## config.mk

```make
export PLATFORM = sky130hd
export DESIGN_NAME = fetch_unit
export DESIGN_NICKNAME = d
export VERILOG_FILES = /design/src/rtl/fetch_unit.sv
export SDC_FILE = /design/constraint.sdc
export NUM_CORES = 1
export LEC_CHECK = 0
export BUFFER_PORTS_ARGS = -buffer_cell sky130_fd_sc_hd__clkbuf_2
export CAP_MARGIN = 20
export CELL_PAD_IN_SITES_DETAIL_PLACEMENT = 0
export CELL_PAD_IN_SITES_GLOBAL_PLACEMENT = 1
export CORE_MARGIN = 1
export CORE_UTILIZATION = 38
export DETAILED_ROUTE_END_ITERATION = 8
export PLACE_DENSITY_LB_ADDON = 0.1
export REMOVE_ABC_BUFFERS = 1
export SLEW_MARGIN = 10
export SYNTH_ARGS = -nofsm -noshare
export SYNTH_HDL_FRONTEND = slang
export SYNTH_SLANG_ARGS = --single-unit
export TNS_END_PERCENT = 30
```

## constraint.sdc

```tcl
create_clock -name clk -period 2.8 [get_ports clk]
set_input_delay 0.56 -clock clk [delete_from_list [all_inputs] [get_ports clk]]
set_output_delay 0.56 -clock clk [all_outputs]
set_load 0.01 [all_outputs]
```

## src/rtl/fetch_unit.sv

```systemverilog
// Instruction fetch stage: PC register, IF/ID pipeline latch and FILL/RUN start-up FSM.
// Optional macro FETCH_STALL_COUNT_EN adds a saturating PC-stall cycle counter.
module fetch_unit #(
  parameter logic [31:0] RESET_PC = 32'h0000_0000,
  parameter logic [31:0] NOP_WORD = 32'h0000_0000
) (
  input  logic        clk,
  input  logic        rst,
  input  logic        stop_pc,
  input  logic        stop_latch,
  input  logic        bubble,
  input  logic        branch_mem,
  input  logic [31:0] branch_target,
  input  logic [31:0] imem_data,
  output logic [31:0] imem_addr,
  output logic [31:0] if_id_instr,
  output logic [31:0] if_id_pc4,
  output logic        if_id_valid,
  output logic [5:0]  if_id_opcode,
  output logic [15:0] stall_count
);

  localparam int unsigned XLEN = 32;
  localparam int unsigned SCW  = 16;

  typedef enum logic {ST_FILL = 1'b0, ST_RUN = 1'b1} state_e;

  state_e            state_q, state_d;
  logic [XLEN-1:0]   pc_q, pc_d;
  logic [XLEN-1:0]   instr_q, instr_d;
  logic [XLEN-1:0]   pc4_q, pc4_d;
  logic              valid_q, valid_d;
  logic [XLEN-1:0]   pc_plus4;
  logic              fill_done;

  assign pc_plus4  = pc_q + XLEN'(4);
  assign fill_done = (state_q == ST_RUN);

  // Next-state: any non-reset edge leaves FILL; PC and latch follow their priority chains
  always_comb begin
    state_d = ST_RUN;
    pc_d    = pc_q;
    instr_d = instr_q;
    pc4_d   = pc4_q;
    valid_d = valid_q;

    if (branch_mem) begin
      pc_d = branch_target;
    end else if (!stop_pc) begin
      pc_d = pc_plus4;
    end

    if (branch_mem || bubble) begin
      instr_d = NOP_WORD;
      pc4_d   = '0;
      valid_d = 1'b0;
    end else if (!stop_latch) begin
      instr_d = imem_data;
      pc4_d   = pc_plus4;
      valid_d = fill_done;
    end
  end

  always_ff @(posedge clk) begin
    if (rst) begin
      state_q <= ST_FILL;
      pc_q    <= RESET_PC;
      instr_q <= NOP_WORD;
      pc4_q   <= '0;
      valid_q <= 1'b0;
    end else begin
      state_q <= state_d;
      pc_q    <= pc_d;
      instr_q <= instr_d;
      pc4_q   <= pc4_d;
      valid_q <= valid_d;
    end
  end

  assign imem_addr    = pc_q;
  assign if_id_instr  = instr_q;
  assign if_id_pc4    = pc4_q;
  assign if_id_valid  = valid_q;
  assign if_id_opcode = instr_q[31:26];

`ifdef FETCH_STALL_COUNT_EN
  logic [SCW-1:0] stall_q, stall_d;

  // Counts held-PC cycles; a redirect is not a stall. Saturates at all-ones.
  always_comb begin
    stall_d = stall_q;
    if (stop_pc && !branch_mem && (stall_q != {SCW{1'b1}})) begin
      stall_d = stall_q + SCW'(1);
    end
  end

  always_ff @(posedge clk) begin
    if (rst) begin
      stall_q <= '0;
    end else begin
      stall_q <= stall_d;
    end
  end

  assign stall_count = stall_q;
`else
  assign stall_count = SCW'(0);
`endif

endmodule

```

==> Word-level counts from Yosys, hierarchy flattened <==
Index checks and enable logic that the tools add are counted.
W data, S select, Z words.
{ "word_totals": {"inputBits": 70, "wordCells": 12, "out_inout_bits": 119, "ff_bits": 98} }
{ "op_classes": {"addsub": 1, "eq_ne": 1, "muxes": 3, "n_reduce_logical": 2} }
{ "op_table": {"columns": ["cell", "n"], "rows": [
  ["$mux W32", 2],
  ["$add A32 B3 Y32 const B", 1],
  ["$ne A2 B1 Y1 const B", 1],
  ["$reduce_or A2 Y1", 1],
  ["$logic_or A1 B1 Y1", 1],
  ["$mux W1", 1]
]} }

==> Depth between registers and ports, before layout <==
{ "logic_depth": {"depth_word": 3, "depth_mapped": 7, "depth_no_buf": 6} }

==> Least setup slack after synthesis <==
OpenSTA, ideal clock, no wires.
{ "synth_path": {"path_type": "register to register", "start": "register pc_q[2] (netlist: imem_addr[2])", "end": "register pc_q[26] (netlist: imem_addr[26])", "setup_ns": 0.116, "stages_incl_launch_ff": 7, "path_buffers": 0, "required_time_ns": 2.684, "period_less_slack_ns": 1.963, "arrival_ns": 1.848, "path_slack_ns": 0.837, "cell_sequence": "dfxtp_1 ha_1 nand4_2 nor3_2 nand3_2 or4b_1 and3_1"} }
{ "synth_via": {"elab_chain_cells": 3} }
{ "synth_lines": {"columns": ["item", "line_no", "source"], "rows": [
  ["from (decl)", "29", "logic [XLEN-1:0] pc_q, pc_d;"],
  ["from (signal assigned)", "73", "pc_q <= pc_d;"],
  ["$add A32 B3 Y32", "36", "assign pc_plus4 = pc_q + XLEN'(4);"],
  ["$mux W32", "49", "end else if (!stop_pc) begin"],
  ["$mux W32", "47", "if (branch_mem) begin"]
]} }
No other way between the ends. The select of a mux whose other input is x is not followed.
A chain may end at the register's enable or synchronous reset.

==> Worst setup path after layout <==
{ "layout_path": {"start": "register pc_q[2] (netlist: imem_addr[2])", "end": "register pc4_q[20] (netlist: if_id_pc4[20])"} }
{ "layout_via": {"elab_chain_cells": 1} }
{ "layout_lines": {"columns": ["item", "line_no", "source"], "rows": [
  ["$add A32 B3 Y32", "36", null],
  ["to (signal assigned)", "75", "pc4_q <= pc4_d;"],
  ["to (decl)", "31", "logic [XLEN-1:0] pc4_q, pc4_d;"]
]} }
No other way between the ends.

==> results.md <==
- Status: finished clean
- Cell Int Power: 2390 uW
- Die height: 113 um
- Worst EP required: 3070 ps
- Hold Crit Class: input pin to flop
- Clock latency on the worst-skew pair: 340 ps
- Drt wl/cell: 15.0 um
- Antenna diode count: 0
- Yosys Warn Count: 0
- Footprint of the multi-input gates: 2360 sq um
- Clock power share: 41.5%
- Overall routing resource usage: 20.2%
- Yosys cell types: 47
- Post-Syn Area: 4700 sq um
- Cts hold-fix bufs: 0
- Number of CTS-inserted buffers: 9
- DPL Wire Length: 8860 um
- Max Cap Viol: 0
- Achievable Freq: 466 MHz
- First drt pass iteration count: 4
- Site row count: 40
- Pleak: 0.00270 uW
- Clock slew at reported path FFs: 70 ps
- Setup ws final: 653 ps
- Post-synth EDFFs: 0
- Ys async rst share: 0%
- First-pass GRT wire length: 20000 um
- Register area: 1960 sq um
- Vias in the first global route: 3815
- Clk_skew: 7.09 ps
- Max Slew Vio Count: 0
- Final Wtd Congestion: 0.763
- Seq/Total Area, Yosys: 41.7%
- Top cells by area, synth: dfxtp_1 (42%), mux2i_1 (8.9%), nor2_1 (5.7%)
- Placeable Area: 12000 sq um
- PD cells: 548 nW/um^2
- Port bufs: 172
- Slew HR: 40.0%
- H-tree level count: 3
- Setup violators final: 0
- Initial antenna violation count: 0
- Minimum clock period: 2150 ps
- Psw: 803 uW
- Net Sw Frac: 25.2%
- Vias per inst: 4.95
- Yosys top cell area share: 41.7%
- CTS resizes: 0
- Crit start category: flop
- Antenna viol nets, final: 0
- TritonCTS Sinks: 98
- Proportion of layout cells with a drive suffix above 1: 30.0%
- Pin slew with the least headroom to its limit: 900 ps
- Die Wd: 113 um
- Final Hold Fails: 0
- Yosys top cell by area: dfxtp_1
- #FFs+latches synth: 98
- Clk root buf: clkbuf_16
- Grt ovf: 0
- Largest net degree at the start of global routing: 49
- Crit Path Class: flop to flop
- Fillers: 1217
- Power share of the sequential group: 47.1%
- Max Fanout on Critical Path: 9
- Final core utilization: 48.5%
- Dpl ws: 687 ps
- RSZ-0062 raised after global routing: no
- CP Capture Type: flop
- Final nets: 757
- CTS tree: yes
- Worst Path Arrival: 2420 ps
- Initial Utilization: 39.1%
- Power after layout: 3190 uW
- DRC viols: 0
- Die area: 12800 sq um
- Fin Hold WS: 444 ps
- Most frequent cells in the layout: clkbuf_2 (172), dfxtp_1 (98), nor2_1 (71)
- # Post-CTS Setup Buffers: 0
- Predominant post-synthesis flop cell: dfxtp_1
- DR vias: 4145
- Setup TNS: 0 ps
- Gate power share: 11.3%
- Peak supply drop: 259 uV
- DRT iter0 DRCs: 174
- Avg Synthesized Cell Area: 8.72 sq um
- Fin crit share: 76.7%
- Drt total wl: 12500 um
- IO Pins: 189
- Commonest non-fill, non-tap cell in the layout: clkbuf_2
- Syn Inst Count: 539
- Layout area overhead: 24.0%
- Deepest clock path buffer count: 2
worst max-delay path: stages, from the launching register on:
cell,delay (ps)
dfxtp_1,440
ha_1,280
nand4_2,220
or2_1,420
or3_1,430
xor2_1,150
a21oi_1,140
metal layers:
| layer | vias up | part of all wire (%) | GRT usage (%) |
|---|---|---|---|
| met1 | 1912 | 45 | 25.9 |
| met3 | 17 | 5.8 | 3.70 |
| li1 | 2080 | - | - |
| met5 | - | 0 | 0 |
| met2 | 136 | 47 | 33.7 |
| met4 | 0 | 1.8 | 7.81 |
synth_stat cells (2+ instances only):
cell type and n:
nand3_1 18, buf_4 24, nand4b_1 3, a211oi_1 3, buf_2 4, nand4_1 10, xor2_1 26, dfxtp_1 98
buf_6 3, and2_1 6, xnor2_1 24, nor3_1 9, mux2i_1 42, and4_1 3, and3_1 3, inv_1 21
o21ai_0 27, clkbuf_1 23, clkbuf_8 2, nor4_1 6, or3_1 4, nor2_1 71, a21oi_1 48, nand2_1 19
buf_1 3, o21a_1 17, o22ai_1 2
final cells by class:
cell class,count,share of cell area (%)
clock buffer,9,3.86
multi-input combinational,375,40.5
tap,147,3.16
clock inverter,6,1.57
timing repair buffer,181,15.9
sequential,98,33.7
inverter,21,1.35
cell families after synthesis:
| group | after synthesis | synth area share (%) |
|---|---|---|
| AOI/OAI and AO/OA | 100 | 12.1 |
| xor gates and xnor gates | 50 | 9.32 |
| adders and majority gates | 1 | 0.266 |
| buffers and inverters | 81 | 9.42 |
| DFF | 98 | 41.7 |
| muxes | 42 | 8.94 |
| other | 1 | 0.0798 |
| and+or+nand+nor | 166 | 18.2 |
worst paths after layout:
check / from / end / slack, ps / cells after the start
setup / recovery: imem_addr[2] / if_id_pc4[20] / 650 / 6
hold / removal: imem_data[0] / if_id_instr[0] / 440 / 3
setup reg to reg: imem_addr[2] / if_id_pc4[20] / 650 / 6
hold reg to reg: if_id_pc4[10] / if_id_pc4[10] / 470 / 2
flip-flops by register name, summed over array words and instances (netlist names):
signal,cells
if_id_instr,32
fill_done,1
if_id_pc4,32
if_id_valid,1
imem_addr,32
power by group through the flow:
stage,Sequential (uW),Combinational (uW),Clock [uW]
6_report,1500,362,1330
3_3_place_gp,1530,361,0
4_1_cts,1500,367,1370
2_1_floorplan,1550,156,0
3_5_place_dp,1540,364,0
5_1_grt,1510,402,1430
stage by stage:
stage	std cells	area [sq um]
floorplan	494	4390
global placement	822	5510
detailed placement	822	5510
CTS	837	5830
global route	837	5830
finish	837	5830
(Power assumes the default switching activity.)
